--- config.mk ---
export PLATFORM = sky130hd
export DESIGN_NAME = cmp_stream_monitor
export DESIGN_NICKNAME = d
export VERILOG_FILES = /design/src/rtl/cmp_stream_monitor.sv
export SDC_FILE = /design/constraint.sdc
export NUM_CORES = 1
export LEC_CHECK = 0
export ABC_AREA = 0
export ABC_CLOCK_PERIOD_IN_PS = 3400
export CAP_MARGIN = 5
export CORE_MARGIN = 5
export CORE_UTILIZATION = 35
export DETAILED_ROUTE_END_ITERATION = 10
export PLACE_DENSITY = 0.61
export SLEW_MARGIN = 15
export SYNTH_ARGS = -nofsm -noshare
export SYNTH_HDL_FRONTEND = slang
export SYNTH_SLANG_ARGS = --single-unit
--- constraint.sdc ---
create_clock -name clk -period 3.4 [get_ports clk]
set_clock_uncertainty 0.2 [all_clocks]
set_input_delay 0.85 -clock clk [delete_from_list [all_inputs] [get_ports clk]]
set_output_delay 0.85 -clock clk [all_outputs]
set_load 0.01 [all_outputs]
--- src/rtl/cmp_stream_monitor.sv ---
// cmp_stream_monitor: samples Eq/Gt/St comparator results, keeps saturating
// per-outcome counters, tracks identical-result runs with a sticky alarm FSM,
// and flags malformed (non one-hot) result codes.

// Saturating up-counter, one instance per outcome.
module cmp_sat_cnt #(
  parameter int W = 8
) (
  input  logic         clk,
  input  logic         rst_n,
  input  logic         clr,
  input  logic         inc,
  output logic [W-1:0] cnt
);
  // Count accepted hits; hold at all-ones instead of wrapping.
  always_ff @(posedge clk or negedge rst_n) begin
    if (!rst_n)                 cnt <= '0;
    else if (clr)               cnt <= '0;
    else if (inc && (cnt != '1)) cnt <= cnt + 1'b1;
  end
endmodule

module cmp_stream_monitor #(
  parameter int CNT_W     = 8,
  parameter int STREAK_TH = 4
) (
  input  logic             clk,
  input  logic             rst_n,
  input  logic             clear,
  input  logic             in_valid,
  input  logic             Eq,
  input  logic             Gt,
  input  logic             St,
  output logic [CNT_W-1:0] eq_cnt,
  output logic [CNT_W-1:0] gt_cnt,
  output logic [CNT_W-1:0] st_cnt,
  output logic [1:0]       last_res,
  output logic [3:0]       streak,
  output logic             alarm,
  output logic             err
);
  localparam int NUM_OUT = 3;

  typedef enum logic [1:0] {IDLE, TRACK, ALARM} state_t;

  state_t                          state_q, state_d;
  logic [1:0]                      code_c;
  logic                            onehot_c;
  logic                            acc_c, vsamp_c, bad_c;
  logic [3:0]                      streak_nxt;
  logic [NUM_OUT-1:0]              inc_c;
  logic [NUM_OUT-1:0][CNT_W-1:0]   cnt_q;

  // Decode the result bus into the last_res encoding; anything not one-hot
  // is malformed.
  always_comb begin
    code_c   = 2'b00;
    onehot_c = 1'b1;
    case ({Eq, Gt, St})
      3'b100:  code_c = 2'b01;
      3'b010:  code_c = 2'b10;
      3'b001:  code_c = 2'b11;
      default: onehot_c = 1'b0;
    endcase
  end

  // clear discards any sample offered in the same cycle.
  assign acc_c   = in_valid && !clear;
  assign vsamp_c = acc_c && onehot_c;
  assign bad_c   = acc_c && !onehot_c;

  // Run length after this sample: extend on repeat (capped at 15), else restart.
  always_comb begin
    streak_nxt = 4'd1;
    if (code_c == last_res)
      streak_nxt = (streak == 4'd15) ? 4'd15 : streak + 4'd1;
  end

  // One saturating counter per outcome; lane i counts code i+1.
  for (genvar i = 0; i < NUM_OUT; i++) begin : g_cnt
    assign inc_c[i] = vsamp_c && (code_c == 2'(i + 1));
    cmp_sat_cnt #(.W(CNT_W)) u_cnt (
      .clk   (clk),
      .rst_n (rst_n),
      .clr   (clear),
      .inc   (inc_c[i]),
      .cnt   (cnt_q[i])
    );
  end

  assign eq_cnt = cnt_q[0];
  assign gt_cnt = cnt_q[1];
  assign st_cnt = cnt_q[2];

  // Run tracking and last result; malformed samples leave these untouched.
  always_ff @(posedge clk or negedge rst_n) begin
    if (!rst_n) begin
      streak   <= 4'd0;
      last_res <= 2'b00;
    end else if (clear) begin
      streak   <= 4'd0;
      last_res <= 2'b00;
    end else if (vsamp_c) begin
      streak   <= streak_nxt;
      last_res <= code_c;
    end
  end

  // Sticky malformed-code flag.
  always_ff @(posedge clk or negedge rst_n) begin
    if (!rst_n)     err <= 1'b0;
    else if (clear) err <= 1'b0;
    else if (bad_c) err <= 1'b1;
  end

  // FSM state register.
  always_ff @(posedge clk or negedge rst_n) begin
    if (!rst_n) state_q <= IDLE;
    else        state_q <= state_d;
  end

  // Next state: alarm is judged on the post-update run length of the same edge.
  always_comb begin
    state_d = state_q;
    if (clear) begin
      state_d = IDLE;
    end else if (vsamp_c) begin
      case (state_q)
        IDLE:    state_d = TRACK;
        TRACK:   if (32'(streak_nxt) >= STREAK_TH) state_d = ALARM;
        ALARM:   state_d = ALARM;
        default: state_d = IDLE;
      endcase
    end
  end

  assign alarm = (state_q == ALARM);

endmodule

==> summary.txt <==
Final setup viols: 0
Largest net degree at the start of global routing: 34
Iter 0 DRT Violations: 28
Post-CTS setup buffers: 0
Die height: 84.1 um
Worst min-delay path class: reg -> reg
Clock root cell: clkbuf_8
Setup crit end kind: flop
Crit Path Max Fanout: 11
GRT Total Usage: 0.132
Dpl hpwl: 3060 um
PortBufs: 38
Top_reg_cell synth: dfrtp_1
Synth warnings: 0
# clock sinks: 33
Post-cts resize count: 0
Post-Route WL: 4340 um
Share of cells above drive strength 1: 0.0949
Post-synth top area share: 0.430
CP max stage delay: 0.48 ns
Syn Inst Count: 208
Power share of the combinational group: 0.107
Crit share post-route: 0.836
Post-Place Setup Slack: 0.263 ns
CP Cell Sequence: clkdlybuf4s50_1 -> buf_4 -> xor2_1 -> o211ai_2 -> nor3_2 -> and4_1 -> mux2_1
RSZ-0062 raised after global routing: false
Vias: 1649
Static leakage: 0.980 nW
Status: complete, no violations
# diodes: 0
CTS tree: done
Most common cell in the netlist: dfrtp_1
Post-synth top area cell: dfrtp_1
Via density per instance: 5.07
Clock power frac: 0.373
Worst path bufs/invs: 2
Internal Power: 0.000575 W
Netlist Area Pre-Place: 0.00192 mm^2
Peak Freq: 352 MHz
Register area share after synthesis: 0.430
Delay-heaviest family, CP: buffers and inverters
Largest cells by area after synthesis: dfrtp_1, xnor2_1, nor2_1
Worst skew pair latency: 0.29 ns
Hold-fix buffer count after cts: 0
Synth unique cells: 44
Initial Utilization: 0.355
Setup TNS: 0 ns
Max Cap Viol: 0
Initial DRT Pass Iterations: 4
Die W: 84.1 um
Post-synth EDFFs: 0
Synth-to-layout area growth: 29.4%
Ys async rst share: 1.00
Critical Path Source Type: primary input
CTS clk-pin slew, worst paths: 0.07 ns
Slew Viols, Final: 0
Power per cell area: 313 mW/mm^2
Number of synthesized register bits: 33
Layout Nets: 266
Critical Path RT: 3.37 ns
Final Worst Setup Slack: 0.556 ns
Clock Tree Buf Depth: 2
Switch share: 0.260
Routability Congestion: 0.751
Slowest-stage cell, CP: clkdlybuf4s50_1
Sw Pwr: 0.000202 W
WL/cell: 13.3 um
Most frequent cells after synthesis: dfrtp_1, nor2_1, nand2_1, xnor2_1
Sequential Power Share: 0.520
First-pass GRT wire length: 7530 um
Slew HR: 0.547
Worst slew pin tran: 0.674 ns
Std-Cell Rows: 27
Post-route DRC: 0
CTS buffer count: 5
Kind of critical path: in -> reg
Die area: 0.00706 mm^2
Syn nets: 222
CORE AREA: 0.00541 mm^2
Final ANT Viol Nets: 0
H-tree levels: 2
Initial antenna violation count: 0
Worst vdd ir: 0.212 mV
Vias in the first global route: 1563
Syn Area/Cell: 9.23 um^2
Crit path time final: 2.84 ns
Boundary Pins: 39
CP Data Arrival Time: 2.82 ns
Number of hold violations in the final report: 0
Grt ovf: 0
-- worst register-to-register path: cells and delay by family (launching register included) --
family,cells,cell delay [ns]
and+or+nand+nor,4,0.85
adders and majority gates,1,0.22
DFF,1,0.43
xor gates and xnor gates,1,0.17
-- sequential cells by signal, summed over array words and instances (netlist names) --
name / count
last_res: 2
streak: 4
g_cnt.u_cnt.cnt: 24
state_q: 2
err: 1
-- layout make-up --
cell class                      count  area (um^2)
Fill cell                         552         2920
Multi-Input combinational cell    160         1030
Sequential cell                    33          826
Timing Repair Buffer               45          433
Tap cell                           72         90.1
Clock buffer                        6         72.6
Inverter                            7         26.3
Clock inverter                      2         10.0
-- worst paths after layout --
check,startpoint,to,slack [ns],cells after the start
setup reg to reg,g_cnt[0].u_cnt.cnt[0]$_DFFE_PN0P_,g_cnt[0].u_cnt.cnt[0]$_DFFE_PN0P_,1.42,6
min in group asynchronous,rst_n,g_cnt[2].u_cnt.cnt[6]$_DFFE_PN0P_,0.76,2
setup / recovery,St,g_cnt[1].u_cnt.cnt[4]$_DFFE_PN0P_,0.56,7
hold / removal,err$_DFFE_PN0P_,err$_DFFE_PN0P_,0.31,2
hold reg to reg,err$_DFFE_PN0P_,err$_DFFE_PN0P_,0.31,2
max in group asynchronous,rst_n,g_cnt[1].u_cnt.cnt[6]$_DFFE_PN0P_,1.94,2
-- per-stage QoR --
stage                     utilization  hold slack, ns  total power, W  std cells  instance area [um^2]
final                           0.459           0.312        0.000776        325                  2480
after global routing            0.459           0.349        0.000817        325                  2480
after CTS                       0.459           0.315        0.000790        325                  2480
after detailed placement        0.444           0.302        0.000496        317                  2400
after global placement          0.444           0.283        0.000495        317                  2400
after floorplan                     -           0.326        0.000456        208                  1920
-- power by group through the flow --
stage	clock [W]	sequential, W	combinational [W]
after global routing	0.000319	0.000404	0.0000936
after global placement	0	0.000411	0.0000830
after CTS	0.000302	0.000404	0.0000849
after detailed placement	0	0.000411	0.0000844
final	0.000289	0.000404	0.0000830
after floorplan	0	0.000412	0.0000437
-- cells by family (layout without fill, tap and decap cells) --
kind of cell	count (synthesis)	in the layout	synth area share
multiplexers	4	4	0.0222
XOR/XNOR	19	19	0.0867
AO/OA/AOI/OAI	37	37	0.127
AND/OR/NAND/NOR	93	93	0.253
buffers and inverters	15	60	0.0352
flip-flops	33	33	0.430
adder cells (fa/ha/maj)	7	7	0.0456
-- layer usage --
metal,vias to the layer above,track usage,routed length (um)
li1,828,-,-
met1,787,0.176,2170
met2,27,0.197,1910
met3,7,0.0444,192
met4,0,0.0482,68
met5,-,0,0
-- layout by cell type, fill, tap and decap left out, types with 3 or more instances in the layout --
cell type / n
nor3_1: 9
clkdlybuf4s50_1: 38
buf_4: 7
nor4_1: 6
inv_1: 7
nor2_1: 27
clkbuf_8: 5
ha_1: 7
nand3_1: 10
a21oi_1: 9
a31o_2: 3
nand2_1: 17
dfrtp_1: 33
nand4_1: 4
o21ai_0: 10
nor2b_1: 3
xnor2_1: 17
No activity file was read; power rests on OpenSTA's default activity.
